File: src/rtl/bh_pkg.sv
// Shared types and helpers for the branch-history controller.
package bh_pkg;

  localparam int HIST_W     = 32;  // default global-history length
  localparam int DEPTH      = 8;   // default checkpoint queue depth
  localparam int HIST_MAX_W = 64;  // widest history hist_shift can carry

  typedef logic [HIST_W-1:0]       hist_t;
  typedef logic [$clog2(DEPTH):0]  ptr_t;  // MSB is the wrap bit

  // Shift one outcome into a history; bit 0 holds the newest outcome.
  // Callers narrower than HIST_MAX_W zero-extend in and size-cast out.
  function automatic logic [HIST_MAX_W-1:0] hist_shift(
    input logic [HIST_MAX_W-1:0] h,
    input logic                  b
  );
    return {h[HIST_MAX_W-2:0], b};
  endfunction

endpackage

File: src/rtl/branch_hist_ctrl_if.sv
// Predict / resolve / retire channel between the front end and the
// history controller.
//
// Handshake: a predict is accepted on a clk edge where predict_valid and
// predict_ready are both high; predict_tag names the checkpoint it gets.
// predict_ready depends only on registered queue state, never on inputs.
// resolve_valid and retire_valid are fire-and-forget: the controller
// always consumes them in the cycle they are presented.
interface branch_hist_ctrl_if #(
  parameter int TAG_W = 3
);
  logic             predict_valid;
  logic             predict_taken;
  logic             predict_ready;
  logic [TAG_W-1:0] predict_tag;
  logic             resolve_valid;
  logic [TAG_W-1:0] resolve_tag;
  logic             resolve_mispredict;
  logic             resolve_taken;
  logic             retire_valid;
  logic             retire_taken;

  modport master (
    output predict_valid, predict_taken,
    output resolve_valid, resolve_tag, resolve_mispredict, resolve_taken,
    output retire_valid, retire_taken,
    input  predict_ready, predict_tag
  );

  modport slave (
    input  predict_valid, predict_taken,
    input  resolve_valid, resolve_tag, resolve_mispredict, resolve_taken,
    input  retire_valid, retire_taken,
    output predict_ready, predict_tag
  );
endinterface

File: src/rtl/bh_ckpt_queue.sv
// Circular checkpoint queue: one speculative-history snapshot per
// in-flight branch, written at tail, read asynchronously by tag.
module bh_ckpt_queue import bh_pkg::*; #(
  parameter int W     = HIST_W,
  parameter int D     = DEPTH,
  parameter int TAG_W = $clog2(D)
) (
  input  logic             clk,
  input  logic             reset,      // asynchronous, active-low
  input  logic             push,       // already qualified by the caller
  input  logic [W-1:0]     push_data,
  input  logic             pop,        // ignored while empty
  input  logic             trunc,      // drop every entry younger than trunc_tag
  input  logic [TAG_W-1:0] trunc_tag,
  input  logic             flush,      // empty the queue
  output logic [W-1:0]     rd_data,
  output logic [TAG_W-1:0] tail_idx,
  output logic [TAG_W:0]   count,
  output logic             full,
  output logic             empty
);

  localparam logic [TAG_W:0] PTR_ONE = 1;

  logic [W-1:0]     ckpt_q [D];
  logic [TAG_W:0]   head_q, tail_q, head_n, tail_n;
  logic [TAG_W-1:0] offset;

  assign count    = tail_q - head_q;
  assign empty    = (head_q == tail_q);
  assign full     = (head_q[TAG_W-1:0] == tail_q[TAG_W-1:0]) &&
                    (head_q[TAG_W] != tail_q[TAG_W]);
  assign tail_idx = tail_q[TAG_W-1:0];
  assign rd_data  = ckpt_q[trunc_tag];

  // Distance of the truncation tag from head; rebuilding tail from head
  // keeps the wrap bit consistent even when the live range wraps.
  assign offset = trunc_tag - head_q[TAG_W-1:0];

  // Pointer update: flush beats truncate beats push; pop is independent.
  always_comb begin
    head_n = head_q;
    tail_n = tail_q;
    if (pop && !empty) head_n = head_q + PTR_ONE;
    if (flush) begin
      head_n = tail_q;
    end else if (trunc) begin
      tail_n = head_q + {1'b0, offset} + PTR_ONE;
    end else if (push) begin
      tail_n = tail_q + PTR_ONE;
    end
  end

  // Pointer registers.
  always_ff @(posedge clk or negedge reset) begin
    if (!reset) begin
      head_q <= '0;
      tail_q <= '0;
    end else begin
      head_q <= head_n;
      tail_q <= tail_n;
    end
  end

  // Checkpoint storage; contents are meaningless until written.
  always_ff @(posedge clk) begin
    if (push && !flush && !trunc) ckpt_q[tail_idx] <= push_data;
  end

endmodule

File: src/rtl/branch_hist_ctrl.sv
// Global branch-history controller: speculative history updated at
// predict, architectural history updated at retire, one-cycle repair
// from per-branch checkpoints on a mispredict.
module branch_hist_ctrl import bh_pkg::*; #(
  parameter int W     = HIST_W,   // must not exceed HIST_MAX_W
  parameter int D     = DEPTH,
  parameter int TAG_W = $clog2(D)
) (
  input  logic                   clk,
  input  logic                   reset,   // asynchronous, active-low
  input  logic                   clear,
  branch_hist_ctrl_if.slave      bus,
  output logic [W-1:0]           spec_hist,
  output logic [W-1:0]           arch_hist,
  output logic [TAG_W:0]         count,
  output logic                   full,
  output logic                   empty
);

  logic             mispredict, accept, retire_ok;
  logic [W-1:0]     spec_n, arch_n, ckpt_rd;
  logic [TAG_W-1:0] tail_idx;

  function automatic logic [W-1:0] shift_w(input logic [W-1:0] h, input logic b);
    return W'(hist_shift(HIST_MAX_W'(h), b));
  endfunction

  assign mispredict        = bus.resolve_valid && bus.resolve_mispredict;
  assign accept            = bus.predict_valid && !full && !clear && !mispredict;
  assign retire_ok         = bus.retire_valid && !empty;
  assign bus.predict_ready = !full;
  assign bus.predict_tag   = tail_idx;

  bh_ckpt_queue #(.W(W), .D(D), .TAG_W(TAG_W)) u_queue (
    .clk       (clk),
    .reset     (reset),
    .push      (accept),
    .push_data (spec_hist),
    .pop       (bus.retire_valid),
    .trunc     (mispredict),
    .trunc_tag (bus.resolve_tag),
    .flush     (clear),
    .rd_data   (ckpt_rd),
    .tail_idx  (tail_idx),
    .count     (count),
    .full      (full),
    .empty     (empty)
  );

  // Architectural history advances only on a retire of a live branch.
  always_comb begin
    arch_n = arch_hist;
    if (retire_ok) arch_n = shift_w(arch_hist, bus.retire_taken);
  end

  // Speculative history: clear > mispredict repair > accepted predict.
  // On clear it follows the post-retire architectural history.
  always_comb begin
    spec_n = spec_hist;
    if (clear)           spec_n = arch_n;
    else if (mispredict) spec_n = shift_w(ckpt_rd, bus.resolve_taken);
    else if (accept)     spec_n = shift_w(spec_hist, bus.predict_taken);
  end

  // History registers.
  always_ff @(posedge clk or negedge reset) begin
    if (!reset) begin
      spec_hist <= '0;
      arch_hist <= '0;
    end else begin
      spec_hist <= spec_n;
      arch_hist <= arch_n;
    end
  end

endmodule

File: src/flat_wrapper.sv
// flat-port wrapper written by rule: the top's interface ports become plain ports
module branch_hist_ctrl_flat import bh_pkg::*;
#(
  parameter int W     = HIST_W,                                
  parameter int D     = DEPTH,
  parameter int TAG_W = $clog2(D)
)
  (clk, reset, clear, spec_hist, arch_hist, count, full, empty, bus_predict_valid, bus_predict_taken, bus_resolve_valid, bus_resolve_tag, bus_resolve_mispredict, bus_resolve_taken, bus_retire_valid, bus_retire_taken, bus_predict_ready, bus_predict_tag);
  branch_hist_ctrl_if #(.TAG_W(TAG_W)) bus_i ();
  input  logic clk;
  input  logic reset;
  input  logic clear;
  output logic [W-1:0] spec_hist;
  output logic [W-1:0] arch_hist;
  output logic [TAG_W:0] count;
  output logic full;
  output logic empty;
  input wire logic [$bits(bus_i.predict_valid)-1:0] bus_predict_valid;
  input wire logic [$bits(bus_i.predict_taken)-1:0] bus_predict_taken;
  input wire logic [$bits(bus_i.resolve_valid)-1:0] bus_resolve_valid;
  input wire logic [$bits(bus_i.resolve_tag)-1:0] bus_resolve_tag;
  input wire logic [$bits(bus_i.resolve_mispredict)-1:0] bus_resolve_mispredict;
  input wire logic [$bits(bus_i.resolve_taken)-1:0] bus_resolve_taken;
  input wire logic [$bits(bus_i.retire_valid)-1:0] bus_retire_valid;
  input wire logic [$bits(bus_i.retire_taken)-1:0] bus_retire_taken;
  output wire logic [$bits(bus_i.predict_ready)-1:0] bus_predict_ready;
  output wire logic [$bits(bus_i.predict_tag)-1:0] bus_predict_tag;
  assign bus_i.predict_valid = bus_predict_valid;
  assign bus_i.predict_taken = bus_predict_taken;
  assign bus_i.resolve_valid = bus_resolve_valid;
  assign bus_i.resolve_tag = bus_resolve_tag;
  assign bus_i.resolve_mispredict = bus_resolve_mispredict;
  assign bus_i.resolve_taken = bus_resolve_taken;
  assign bus_i.retire_valid = bus_retire_valid;
  assign bus_i.retire_taken = bus_retire_taken;
  assign bus_predict_ready = bus_i.predict_ready;
  assign bus_predict_tag = bus_i.predict_tag;
  branch_hist_ctrl #(.W(W), .D(D), .TAG_W(TAG_W)) u_core (.clk(clk), .reset(reset), .clear(clear), .bus(bus_i), .spec_hist(spec_hist), .arch_hist(arch_hist), .count(count), .full(full), .empty(empty));
endmodule
File: config.mk
export PLATFORM = sky130hd
export DESIGN_NAME = branch_hist_ctrl_flat
export DESIGN_NICKNAME = d
export VERILOG_FILES = /design/src/rtl/bh_pkg.sv /design/src/rtl/branch_hist_ctrl_if.sv /design/src/rtl/bh_ckpt_queue.sv /design/src/rtl/branch_hist_ctrl.sv /design/src/flat_wrapper.sv
export SDC_FILE = /design/constraint.sdc
export NUM_CORES = 1
export LEC_CHECK = 0
export CAP_MARGIN = 0
export CELL_PAD_IN_SITES_DETAIL_PLACEMENT = 0
export CELL_PAD_IN_SITES_GLOBAL_PLACEMENT = 1
export CORE_MARGIN = 2
export CORE_UTILIZATION = 52
export DETAILED_ROUTE_END_ITERATION = 6
export PLACE_DENSITY = 0.77
export SETUP_SLACK_MARGIN = 0.05
export SLEW_MARGIN = 5
export SYNTH_ARGS = -nofsm -noshare
export SYNTH_HDL_FRONTEND = slang
export SYNTH_HIERARCHICAL = 1
export SYNTH_SLANG_ARGS = --single-unit
File: constraint.sdc
create_clock -name clk -period 5.4 [get_ports clk]
set_input_delay 0.81 -clock clk [delete_from_list [all_inputs] [get_ports clk]]
set_output_delay 0.81 -clock clk [all_outputs]
set_load 0.02 [all_outputs]
==> flow_metrics.py <==
metrics = {
    "clock_tree": {
        "clkSlewWorstSetupHoldPaths_ps": 60,
        "post_cts_buffers": 0,
        "clockBufferDepth": 3,
        "cts.sinks": 320,
        "cts_buffers": 34,
        "ctsHtreeMaxLevel": 2,
        "insertion_delay_ps": 500,
        "ctsResizeCount": 0,
        "cts-root-buf": "clkbuf_16",
        "tritoncts": "done",
        "cts_hold_buf": 0,
    },
    "die": {
        "initial_core_util_pct": 52.7,
        "core_area_um2": 25100,
        "die_h_um": 164,
        "io_pins": 87,
        "rows": 58,
        "die_w_um": 164,
        "dieArea_um2": 26800,
    },
    "timing": {
        "fmax_mhz": 241,
        "fin_skew_ps": 17.5,
        "drv_slew": 0,
        "fin_tns_setup_ps": 0,
        "rsz0062_at_grt": "false",
        "timing.slew.headroom_pct": 20.5,
        "finalSetupViolCount": 0,
        "tightest_slew_ps": 1190,
        "final.min_clock_period_ps": 4150,
        "timing.final.crit_share_pct": 76.9,
        "finalHoldViolations": 0,
    },
    "power_and_ir_drop": {
        "p_per_area_nw_per_um2": 507,
        "ir_worst_vdd_v": 0.000389,
        "leakage_nw": 5.62,
    },
    "routing": {
        "via_count": 6851,
        "viasPerCell": 6.07,
        "routed_wl_mm": 27.1,
        "wl_per_cell_um": 24.1,
        "drt-pass1-iter-count": 5,
        "drc": 0,
        "drt_iter0_drc": 642,
        "ant_nets": 0,
    },
    "cells_and_area": {
        "drive_above_1_share_pct": 22.8,
        "n_fill_cell": 1851,
        "multiInputGateArea_um2": 3640,
        "area_growth_syn_to_layout_pct": 15.6,
        "regArea_um2": 9250,
        "fin_nets": 799,
        "stdcell_count": 1128,
        "n_antenna_cell": 0,
    },
    "job": {
        "cap_violations": 0,
    },
    "placed_design": {
        "port_buffers": 86,
        "place_congestion": 0.839,
        "dp_hpwl_mm": 15.3,
        "placed_cells": 1068,
    },
    "grt": {
        "antenna_found_initial": 0,
        "overflow": 0,
        "grt_start_max_net_pins": 73,
        "grt_pass1_vias": 7346,
        "grtUsageTotal_pct": 21.2,
        "grt_pass1_wl_mm": 42.9,
    },
    "run_status": {
        "status": "complete, no violations",
    },
    "synthesis": {
        "syn_nets": 710,
        "synth_cells": 685,
        "synth_area_um2": 13200,
        "yosys_warnings": 6,
        "avgSynthCellArea_um2": 19.3,
    },
    "setup_path": {
        "slowest_delay_ps": 750,
        "required_ps": 5560,
        "r2r_end": "u_core/u_queue/ckpt_q[3][15]",
        "cp.buffers_inverters": 3,
        "reg2reg_depth": 12,
        "crit_arrival_ps": 4310,
        "rr_startpoint": "u_core/u_queue/head_q[1]",
        "crit_path_top_delay_cell": "nor2_2",
        "cp_max_fo": 33,
        "r2r_slack_ps": 1250,
        "startpoint_type": "flop",
        "end_kind": "flop",
        "critPathTopFamily": "simple AND/OR/NAND/NOR gates",
        "crit_chain": "inv_1, ha_1, nand3_1, nor2_1, nand2b_1, buf_4, nor3_1, nand2b_1, nor2_1, nand2_1, nor2_2, buf_4",
        "criticalPathCategory": "flop to flop",
    },
    "min_path": {
        "hold_class": "primary input to async pin",
    },
}
## cell usage in the layout (no fill, tap or decap), types with 6 or more instances in the layout
master / count
dfrtp_1: 72
mux4_2: 44
clkbuf_16: 35
ha_1: 9
a32o_1: 32
nand2_1: 8
xnor2_1: 8
edfxtp_1: 248
buf_4: 17
nor2_2: 6
mux2_2: 64
a21oi_1: 7
and3_1: 33
nor2_1: 6
clkdlybuf4s50_1: 82
mux4_1: 18
inv_1: 12
clkbuf_1: 14
a211o_1: 32
## how the worst max path moves through the flow
stage,to,from,cells past startpoint
4_1_cts,u_core/u_queue/ckpt_q[3][15],u_core/u_queue/head_q[1],12
6_report,u_core/u_queue/ckpt_q[3][15],u_core/u_queue/head_q[1],12
2_1_floorplan,u_core/u_queue/ckpt_q[1][0],u_core/u_queue/head_q[1],11
3_5_place_dp,u_core/u_queue/ckpt_q[3][13],u_core/u_queue/head_q[1],12
5_1_grt,u_core/u_queue/ckpt_q[3][15],u_core/u_queue/head_q[1],12
3_3_place_gp,u_core/u_queue/ckpt_q[3][7],bus_predict_valid,9
## sequential cells by signal, summed over array words and instances (netlist names)
register / cells
u_core/u_queue/ckpt_q: 248
u_core/arch_hist: 32
u_core/spec_hist: 32
u_core/u_queue/head_q: 4
u_core/u_queue/tail_q: 4
## routing by layer
metal | vias up | GRT usage, % | wire length (um)
met2 | 204 | 35.4 | 13600
li1 | 2993 | - | -
met3 | 38 | 3.40 | 1390
met4 | 0 | 4.63 | 351
met5 | - | 0 | 0
met1 | 3616 | 29.7 | 11800
## layout make-up
type / instances / area share (%)
inverters: 12 / 0.294
clock inverters: 9 / 0.319
flip-flops and latches: 320 / 60.4
repair buffers: 101 / 6.26
clock buffers: 51 / 6.24
multi-input cells: 305 / 23.8
well taps: 330 / 2.70
## through the flow
step / area, um2 / total power [W] / utilization, % / setup slack, ps / hold slack (ps)
after global routing: 15300 / 0.00815 / 61.0 / 885 / 543
after floorplan: 13200 / 0.00479 / - / 593 / 514
after global placement: 14300 / 0.00567 / 57.0 / 1450 / 514
final: 15300 / 0.00777 / 61.0 / 1250 / 461
after CTS: 15300 / 0.00784 / 61.0 / 1230 / 507
after detailed placement: 14300 / 0.00573 / 57.0 / 1260 / 525
## power by group
| group | switching, W | total (W) | internal [W] |
|---|---|---|---|
| clock network | 0.000869 | 0.00209 | 0.00122 |
| logic | 0.00103 | 0.00200 | 0.000968 |
| registers | 0.000470 | 0.00367 | 0.00320 |
| total | 0.00237 | 0.00777 | 0.00540 |
Power figures use the tool's default switching activity.
==> patch (same flow settings) <==
`DEPTH`: 8 -> 16.
--- a/src/rtl/bh_pkg.sv
+++ b/src/rtl/bh_pkg.sv
@@ -2,7 +2,7 @@
 package bh_pkg;
 
   localparam int HIST_W     = 32;  // default global-history length
-  localparam int DEPTH      = 8;   // default checkpoint queue depth
+  localparam int DEPTH      = 16;   // default checkpoint queue depth
   localparam int HIST_MAX_W = 64;  // widest history hist_shift can carry
 
   typedef logic [HIST_W-1:0]       hist_t;
Ports: changed (resized bus_predict_tag, bus_resolve_tag and count); port bits go from 87 to 90. No check against the original RTL was run, so the function may have changed too.
==> patch against the unedited design <==
Count of clock-buffer cells in the layout is 18 higher. Combinational power grew 15%. Power grew 59%. Area after synthesis is 71% higher. Design area grew 70%. Worst setup slack worse by 0.00065 ns. Sequential cell count grew 250. Routed wire length is 83% higher. Global-route usage rose by 1.7 points. Critical path type unchanged. Largest cell class unchanged.
==> patch: results (changes against the unedited design) <==
stage,metric,value,unit,change
worst_setup_path,R2R cell count,10,,-2
finish,layout cells sized above 1,23.2,%,+0.37 points
finish,nets@finish,1263,,+58%
routing,DR iter-0 viols,889,,+38%
worst_setup_path,highest-delay cell along the critical path,nor2_4,,
timing,worst clock skew,0.0113,ns,-0.00617 ns
placed_design,post-place setup slack,1.19,ns,-0.0735 ns
clocking,Skew-Pair Late Insertion Delay,0.59,ns,+0.09 ns
placed_design,Buffers on Ports,89,,+3.5%
routing,DR WL/cell,26.7,um,+11%
worst_setup_path,Worst R2R End,u_core/u_queue/ckpt_q[9][15],,
synthesis,Synth Net Count,1163,,+64%
placed_design,dpl hpwl,28.0,mm,+82%
timing,Worst-Margin Slew,1.15,ns,-0.0402 ns
worst_setup_path,crit-path max FO,24,,-27%
global_route,largest net degree at the start of global routing,65,,-11%
clocking,total CTS buffers,55,,+62%
worst_setup_path,max incr delay on CP,0.77,ns,+0.02 ns
outcome,status,finished clean,,
routing,via count,11410,,+67%
global_route,vias in the first global route,12086,,+65%
global_route,global-route wire length before repair,75.8,mm,+77%
global_route,GR Util All Layers,22.9,%,+1.7 points
worst_setup_path,arrival time worst endpoint,4.46,ns,+0.15 ns
placed_design,GP Congestion,0.802,,-4.5%
power_and_ir_drop,static leakage,9.01,nW,+60%
[patch: final cells by class]
class | instances | area share, %
clock buffers | 69 | 5.60
clock inverters | 31 | 0.956
inverters | 16 | 0.231
well taps | 585 | 2.81
multi-input cells | 467 | 21.6
flip-flops and latches | 570 | 64.3
repair buffers | 120 | 4.53
[patch: routing by layer]
metal | part of all wire [%] | global-route usage (%) | wire [um]
met1 | 43 | 32.7 | 21200
met2 | 49 | 36.9 | 24400
met3 | 5.8 | 3.82 | 2870
met4 | 2.2 | 6.49 | 1110
met5 | 0 | 0 | 0
[patch: power breakdown]
| part | switching, W | internal, W | total [W] |
|---|---|---|---|
| combinational | 0.00121 | 0.00110 | 0.00231 |
| clock | 0.00158 | 0.00209 | 0.00367 |
| sequential | 0.000754 | 0.00558 | 0.00633 |
| total | 0.00354 | 0.00878 | 0.0123 |
[patch: worst reg2reg max path, delay by kind of cell (launching register included)]
kind / cells / cell delay, ns
fa+ha+maj: 1 / 0.39
flops: 1 / 0.71
buf+inv: 1 / 0.29
simple gates: 8 / 2.48
[patch: worst max-delay path by stage]
stage,end,slack (ns),cells past startpoint
2_1_floorplan,u_core/u_queue/ckpt_q[0][0],0.38,11
3_3_place_gp,u_core/u_queue/ckpt_q[8][14],1.24,7
3_5_place_dp,u_core/u_queue/ckpt_q[9][6],1.19,8
4_1_cts,u_core/u_queue/ckpt_q[9][11],1.27,10
5_1_grt,u_core/u_queue/ckpt_q[9][5],0.91,10
6_report,u_core/u_queue/ckpt_q[9][15],1.24,10
[patch: per-stage QoR]
stage / hold WS [ns] / std cells / power (W) / utilization [%]
after floorplan: 0.514 / 1130 / 0.00754 / -
after global placement: 0.514 / 1758 / 0.00871 / 56.5
after detailed placement: 0.533 / 1758 / 0.00876 / 56.5
after CTS: 0.158 / 1858 / 0.0124 / 60.5
after global routing: 0.180 / 1858 / 0.0128 / 60.5
final: 0.153 / 1858 / 0.0123 / 60.5
